==> src/rtl/uart_tx_pkg.sv <==
// Shared types and helpers for the UART transmit arbiter.
package uart_tx_pkg;

    typedef enum logic [1:0] {
        IDLE = 2'd0,
        SEND = 2'd1,
        DONE = 2'd2
    } state_e;

    typedef logic [7:0] byte_t;

    localparam byte_t IDLE_BYTE_DEFAULT = 8'h00;

    // A one-entry range still needs a 1-bit index to form a legal port.
    function automatic int clog2_min1(input int n);
        return (n <= 1) ? 1 : $clog2(n);
    endfunction

endpackage

==> src/rtl/uart_tx_arbiter_rr_pick.sv <==
// Rotating first-one finder: lowest set request at or above ptr_i, wrapping.
module rr_pick
    import uart_tx_pkg::*;
#(
    parameter int  N = 2,
    localparam int W = clog2_min1(N)
) (
    input  logic [N-1:0] req_i,
    input  logic [W-1:0] ptr_i,
    output logic [W-1:0] idx_o,
    output logic         found_o
);

    always_comb begin
        idx_o   = '0;
        found_o = 1'b0;
        for (int i = 0; i < N; i++) begin
            for (int j = 0; j < N; j++) begin
                if (!found_o && req_i[j] && (((int'(ptr_i) + i) % N) == j)) begin
                    found_o = 1'b1;
                    idx_o   = W'(j);
                end
            end
        end
    end

endmodule

==> src/rtl/uart_tx_arbiter.sv <==
// Arbitrates N_CH frame sources onto the UART transmit byte bus, paced by data_ready.
// Optional per-byte ready watchdog: define UART_TX_ARB_TIMEOUT_EN.
module uart_tx_arbiter
    import uart_tx_pkg::*;
#(
    parameter int    N_CH           = 2,
    parameter int    FRAME_BYTES    = 3,
    parameter int    ARB_MODE       = 0,
    parameter byte_t IDLE_BYTE      = IDLE_BYTE_DEFAULT,
    parameter int    CNT_W          = 8,
    parameter int    TIMEOUT_CYCLES = 4096,
    localparam int   SEL_W          = clog2_min1(N_CH),
    localparam int   IDX_W          = clog2_min1(FRAME_BYTES),
    localparam int   FW             = FRAME_BYTES * 8
) (
    input  logic                 clock,
    input  logic                 reset,
    input  logic [SEL_W-1:0]     sel,
    input  logic [N_CH-1:0]      ch_req,
    input  logic [N_CH*FW-1:0]   ch_frame,
    input  logic                 data_ready,
    output logic [7:0]           data_send,
    output logic [N_CH-1:0]      ch_ack,
    output logic [N_CH-1:0]      ch_err,
    output logic                 busy,
    output logic [SEL_W-1:0]     active_ch,
    output logic [CNT_W-1:0]     frame_cnt
);

    state_e            state_q, state_d;
    logic [FW-1:0]     frame_q, frame_d;
    logic [IDX_W-1:0]  idx_q, idx_d;
    byte_t             data_q, data_d;
    logic [N_CH-1:0]   ack_q, ack_d;
    logic [N_CH-1:0]   err_q, err_d;
    logic [SEL_W-1:0]  act_q, act_d;
    logic [CNT_W-1:0]  cnt_q, cnt_d;
    logic [SEL_W-1:0]  rr_q, rr_d;

    logic [SEL_W-1:0]  rr_idx, pick_idx, rr_next;
    logic              rr_found, pick_found;
    logic [FW-1:0]     frame_sel;
    byte_t             byte_next;

`ifdef UART_TX_ARB_TIMEOUT_EN
    localparam int WD_W = clog2_min1(TIMEOUT_CYCLES);
    logic [WD_W-1:0] wdog_q, wdog_d;
`endif

    function automatic logic [N_CH-1:0] ch_onehot(input logic [SEL_W-1:0] idx);
        logic [N_CH-1:0] oh;
        oh = '0;
        for (int c = 0; c < N_CH; c++) begin
            if (idx == SEL_W'(c)) oh[c] = 1'b1;
        end
        return oh;
    endfunction

    rr_pick #(.N(N_CH)) u_rr_pick (
        .req_i   (ch_req),
        .ptr_i   (rr_q),
        .idx_o   (rr_idx),
        .found_o (rr_found)
    );

    always_comb begin
        pick_found = 1'b0;
        pick_idx   = '0;
        if (ARB_MODE == 1) begin
            pick_found = rr_found;
            pick_idx   = rr_idx;
        end else if (N_CH == 1) begin
            pick_found = ch_req[0];
        end else begin
            for (int c = 0; c < N_CH; c++) begin
                if (sel == SEL_W'(c) && ch_req[c]) begin
                    pick_found = 1'b1;
                    pick_idx   = SEL_W'(c);
                end
            end
        end

        frame_sel = '0;
        for (int c = 0; c < N_CH; c++) begin
            if (pick_idx == SEL_W'(c)) frame_sel = ch_frame[c*FW +: FW];
        end

        byte_next = IDLE_BYTE;
        for (int b = 0; b < FRAME_BYTES; b++) begin
            if (idx_q + 1'b1 == IDX_W'(b)) byte_next = frame_q[b*8 +: 8];
        end

        rr_next = (act_q == SEL_W'(N_CH - 1)) ? '0 : act_q + 1'b1;
    end

    always_comb begin
        state_d = state_q;
        frame_d = frame_q;
        idx_d   = idx_q;
        data_d  = data_q;
        ack_d   = '0;
        err_d   = '0;
        act_d   = act_q;
        cnt_d   = cnt_q;
        rr_d    = rr_q;
        case (state_q)
            IDLE: begin
                if (pick_found) begin
                    state_d = SEND;
                    frame_d = frame_sel;
                    act_d   = pick_idx;
                    idx_d   = '0;
                    data_d  = frame_sel[7:0];
                end
            end
            SEND: begin
                if (data_ready) begin
                    if (idx_q == IDX_W'(FRAME_BYTES - 1)) begin
                        // Ack, count and pointer update all become visible during the DONE cycle.
                        state_d = DONE;
                        ack_d   = ch_onehot(act_q);
                        cnt_d   = cnt_q + 1'b1;
                        data_d  = IDLE_BYTE;
                        if (ARB_MODE == 1) rr_d = rr_next;
                    end else begin
                        idx_d  = idx_q + 1'b1;
                        data_d = byte_next;
                    end
                end
`ifdef UART_TX_ARB_TIMEOUT_EN
                else if (wdog_q == WD_W'(TIMEOUT_CYCLES - 1)) begin
                    state_d = IDLE;
                    err_d   = ch_onehot(act_q);
                    data_d  = IDLE_BYTE;
                    if (ARB_MODE == 1) rr_d = rr_next;
                end
`endif
            end
            DONE:    state_d = IDLE;
            default: state_d = IDLE;
        endcase
    end

`ifdef UART_TX_ARB_TIMEOUT_EN
    assign wdog_d = (state_q == SEND && !data_ready) ? wdog_q + 1'b1 : '0;

    always_ff @(posedge clock) begin
        if (reset) wdog_q <= '0;
        else       wdog_q <= wdog_d;
    end
`endif

    always_ff @(posedge clock) begin
        if (reset) begin
            state_q <= IDLE;
            idx_q   <= '0;
            data_q  <= IDLE_BYTE;
            ack_q   <= '0;
            err_q   <= '0;
            act_q   <= '0;
            cnt_q   <= '0;
            rr_q    <= '0;
        end else begin
            state_q <= state_d;
            idx_q   <= idx_d;
            data_q  <= data_d;
            ack_q   <= ack_d;
            err_q   <= err_d;
            act_q   <= act_d;
            cnt_q   <= cnt_d;
            rr_q    <= rr_d;
        end
    end

    // The latched frame is pure data and is only meaningful while busy.
    always_ff @(posedge clock) begin
        frame_q <= frame_d;
    end

    assign data_send = data_q;
    assign ch_ack    = ack_q;
    assign ch_err    = err_q;
    assign busy      = (state_q != IDLE);
    assign active_ch = act_q;
    assign frame_cnt = cnt_q;

endmodule
==> config.mk <==
export PLATFORM = sky130hd
export DESIGN_NAME = uart_tx_arbiter
export DESIGN_NICKNAME = d
export VERILOG_FILES = /design/src/rtl/uart_tx_pkg.sv /design/src/rtl/uart_tx_arbiter_rr_pick.sv /design/src/rtl/uart_tx_arbiter.sv
export SDC_FILE = /design/constraint.sdc
export NUM_CORES = 1
export LEC_CHECK = 0
export BUFFER_PORTS_ARGS = -buffer_cell sky130_fd_sc_hd__buf_4
export CAP_MARGIN = 15
export CORE_MARGIN = 3
export CORE_UTILIZATION = 54
export CTS_CLUSTER_SIZE = 14
export DETAILED_ROUTE_END_ITERATION = 8
export GPL_TIMING_DRIVEN = 0
export PLACE_DENSITY = 0.94
export REMOVE_ABC_BUFFERS = 1
export SYNTH_ARGS = -nofsm -noshare
export SYNTH_HDL_FRONTEND = slang
export SYNTH_SLANG_ARGS = --single-unit
==> constraint.sdc <==
create_clock -name clock -period 4.4 [get_ports clock]
set_input_delay 0.22 -clock clock [delete_from_list [all_inputs] [get_ports clock]]
set_output_delay 0.22 -clock clock [all_outputs]
set_load 0.005 [all_outputs]
# Word level (Yosys, flattened, before mapping)
# Index checks and enable logic that the tools add are counted.
[op_classes]
add_sub_neg = 2
eq_ne = 8
n_mux = 21
bitwise = 4
reduce_logical = 12
[op_table]
columns = ["operator", "count"]
rows = [
  ["$mux W8", 6],
  ["$mux W24", 1],
  ["$pmux W8 S2", 1],
  ["$mux W2", 6],
  ["$reduce_and A3 Y1", 3],
  ["$add A8 B1 Y8 const B", 1],
  ["$ne A2 B2 Y1 const B", 4],
  ["$pmux W2 S2", 2],
  ["$mux W1", 5],
  ["$eq A2 B1 Y1 const B", 2],
  ["$eq A2 B2 Y1 const B", 2],
  ["$logic_not A2 Y1", 2],
  ["$not A1 Y1", 4],
  ["$reduce_and A4 Y1", 1],
  ["$reduce_bool A2 Y1", 2],
  ["$reduce_or A4 Y1", 1],
  ["$add A2 B1 Y2 const B", 1],
  ["$logic_and A1 B1 Y1", 2],
  ["$reduce_and A2 Y1", 1],
]
[word_totals]
reg_bits = 47
input_bits = 54
out_inout_bits = 22

# Logic depth before layout (Yosys ltp)
[logic_depth]
depth_word = 8
mapped_depth = 8

# Least setup slack after synthesis
# No wires, ideal clock.
[synth_path]
kind = "register -> register"
start = "reg idx_q[0]"
end = "reg data_q[0] (netlist: data_send[0])"
setup_ns = 0.078
t_arrival_ns = 1.560
path_slack_ns = 2.762
stages_incl_launch_ff = 8
synth_period_minus_slack_ns = 1.638
cell_sequence = "dfxtp_1 > inv_1 > ha_1 > or3b_1 > buf_6 > a221oi_2 > a211oi_1 > nor3_1"
[synth_between]
elab_chain_len = 8
word_cells_on_any_way = 11
classes_between = "1 x add/sub; 3 x eq/ne; 6 x mux; 1 x reduce/logical"
[synth_rtl]
columns = ["item", "line_no", "rtl"]
rows = [
  ["start, declared", "uart_tx_arbiter.sv:32", "logic [IDX_W-1:0] idx_q, idx_d;"],
  ["start signal, assigned", "uart_tx_arbiter.sv:165", "idx_q <= idx_d;"],
  ["$add A2 B1 Y2", "uart_tx_arbiter.sv:90", "if (idx_q + 1'b1 == IDX_W'(b)) byte_next = frame_q[b*8 +: 8];"],
  ["$logic_not A2 Y1", "uart_tx_arbiter.sv:90", ""],
  ["$mux W8 (3 in series)", "uart_tx_arbiter.sv:90", ""],
  ["$mux W8 *", "uart_tx_arbiter.sv:118", "if (idx_q == IDX_W'(FRAME_BYTES - 1)) begin"],
  ["$mux W8 *", "uart_tx_arbiter.sv:117", "if (data_ready) begin"],
  ["$pmux W8 S2 *", "uart_tx_arbiter.sv:106", "case (state_q)"],
  ["end signal, assigned", "uart_tx_arbiter.sv:166", "data_q <= data_d;"],
  ["end, declared", "uart_tx_arbiter.sv:33", "byte_t data_q, data_d;"],
]
# Mark *: on every way between the ends. The rest lies on a longest branch, timed or not. The select of a mux whose other input is x is not followed.
# A chain may end at the register's enable or synchronous reset.

# Worst setup path after layout
# Ends and elaborated chain as after synthesis.

==> flow_summary.yaml <==
synthesis:
  synth.top_cells.by_count: "mux2_2, edfxtp_1, dfxtp_1"
  synth_cell_types: 41
  synthTopCellsByArea: "edfxtp_1, dfxtp_1, mux2_2"
  yosysWarningCount: 0
  avgSynthCellArea_um2: 11.5
  ys_seq_area_share_pct: 49.6
  synth_flop_cell: "edfxtp_1"
  synth_top_family_by_area: "simple AND/OR/NAND/NOR gates"
  ys_seq_elements: 47
  ys_async_sr_fraction_pct: 0
  synth_cells: 207
  synth_compound_area_share_pct: 12.4
  synth_edf_count: 24
  yosys.area.top_type: "edfxtp_1"
  synth_top_area_share_pct: 30.2
  synthMuxAreaShare_pct: 11.8
  synth-simple-area-share_pct: 14.0
  netlist_area_um2: 2380
  synth_xor_area_share_pct: 2.57
  synthAdderAreaFrac_pct: 2.62
  post-synth-top-count-cell: "mux2_2"
die:
  die_x_um: 72.4
  ioPinCount: 76
  dieArea_um2: 5250
  chipHeight_um: 72.4
  start_util_pct: 57.9
  rows: 23
  core_area_um2: 4120
power:
  peakVddDrop_mv: 0.263
  power_density_nw_per_um2: 315
  p_leak_nw: 1.23
route:
  antenna_left: 0
  dr.first_iter.drc_count: 83
  drt-total-wl_um: 5460
  drt_pass1_iterations: 5
  wire_per_inst_um: 16.7
  num_vias: 1843
  drc: 0
  routed_via_density: 5.65
cts:
  cts_tree: "built"
  cts_setup_buffers: 0
  clock-root-buffer: "clkbuf_8"
  clockBufferDepth: 2
  clk_latency_ns: 0.30
  cts-resized-gates: 0
  postCtsHoldBufs: 0
  clkTransAtPathRegs_ns: 0.08
  clock-sinks: 47
  h-tree-depth: 2
  cts_buffers: 5
sta:
  max_freq_ghz: 0.506
  drv_slew: 0
  worst_pin_slew_ns: 0.942
  finClkSkew_ns: 0.00684
  min_period_over_period_pct: 44.9
  final.min_clock_period_ns: 1.98
  rsz0062_at_grt: "false"
  setup_tns_ns: 0
  setup_viol: 0
  slew_headroom_pct: 37.1
  hold_viol: 0
place:
  dpl.cell_count: 318
  port_buffers: 73
  gp_congestion: 0.832
  placed_area_um2: 2890
  place_hpwl_um: 3980
layout:
  drive_above_1_share_pct: 42.4
  nets: 334
  multi_input_area_um2: 1040
  final_area_um2: 2980
  fill_cells: 280
  regArea_um2: 1180
  syn_to_final_growth_pct: 25.0
  fin_cells: 326
  antenna_cells: 0
min_path:
  hold_path_end: "state_q[0]"
  holdCritPathClass: "in -> reg"
  min-delay-start: "data_ready"
  whs_path_depth: 2
setup_path:
  crit_fanout: 8
  rr_worst_depth: 6
  r2r-end: "data_send[0]"
  start_kind: "flop"
  crit_type: "reg -> reg"
  arrival_ns: 2.20
  r2r_start: "idx_q[0]"
  cp-end-kind: "flop"
  required_ns: 4.62
  r2r_slack_ns: 2.42
global_routing:
  grt_pass1_wl_um: 8760
  grt_pass1_vias: 1947
  grt_overflow: 0
  grt_start_max_net_pins: 26
  antenna_found_initial: 0
  grt.total_usage_pct: 21.6
run:
  drv_cap: 0
outcome:
  status: "complete, no violations"
## kinds of logic (layout without fill, tap and decap cells)
logic type / count (synthesis) / after routing
AND/OR/NAND/NOR: 60 / 60
flip-flops: 47 / 47
AO/OA/AOI/OAI: 34 / 34
buffers and inverters: 28 / 96
multiplexers: 25 / 25
XOR/XNOR: 7 / 7
adder cells (fa/ha/maj): 5 / 5
other: 1 / 2
## power by group
group          switching (mW)  total, mW  leakage (nW)  internal, mW
Clock                   0.136      0.262        0.0459         0.126
Combinational          0.0793      0.166         0.766        0.0867
Sequential             0.0148      0.509         0.416         0.494
## state kept, by name, summed over array words and instances, names as in the netlist
name and flops:
active_ch 1, ch_ack 2, data_send 8, frame_cnt 8
frame_q 24, idx_q 2, state_q 2
## through the flow
step	setup WS [ns]	hold WS, ns	total power [mW]	utilization [%]
after floorplan	2.72	0.289	0.604	-
after global placement	2.54	0.471	0.676	70.2
after detailed placement	2.45	0.469	0.686	70.2
after CTS	2.43	0.188	0.940	72.4
after global routing	2.32	0.178	0.979	72.4
final	2.42	0.190	0.938	72.4
## layout make-up
type / instances / share of cell area (%)
clock inverter: 1 / 0.126
multi-input combinational: 133 / 35.0
clock buffer: 7 / 2.90
tap: 50 / 2.10
inverter: 15 / 1.89
timing repair buffer: 73 / 18.4
sequential: 47 / 39.6
## critical path: stages (launching register included)
cell	delay, ns
dfxtp_1	0.41
inv_1	0.09
ha_1	0.27
or3b_1	0.59
a221oi_2	0.27
a211oi_1	0.08
nor3_1	0.19
## cell usage in the layout (no fill, tap or decap), drive strengths merged, types with 8 or more instances in the layout
| cell type | netlist | final |
|---|---|---|
| nor3 | 9 | 9 |
| nor2 | 21 | 21 |
| mux2 | 25 | 25 |
| a21oi | 11 | 11 |
| dfxtp | 23 | 23 |
| nand2 | 10 | 10 |
| a211oi | 8 | 8 |
| buf | 7 | 73 |
| edfxtp | 24 | 24 |
| a221oi | 8 | 8 |
| inv | 15 | 15 |
## per-layer routing
layer	up-vias	routed length (um)	global-route usage (%)
met2	70	2890	39.1
met3	16	352	5.82
li1	882	-	-
met5	-	0	0
met1	875	2040	23.2
met4	0	165	10.0
## worst max-delay path by stage
stage	start	end	depth (start not counted)
after floorplan	idx_q[0]	data_send[1]	6
after global placement	idx_q[0]	data_send[0]	6
final	idx_q[0]	data_send[0]	6
after CTS	idx_q[0]	data_send[0]	6
after global routing	idx_q[0]	data_send[1]	6
after detailed placement	idx_q[0]	data_send[0]	6
No activity file was read; power rests on OpenSTA's default activity.
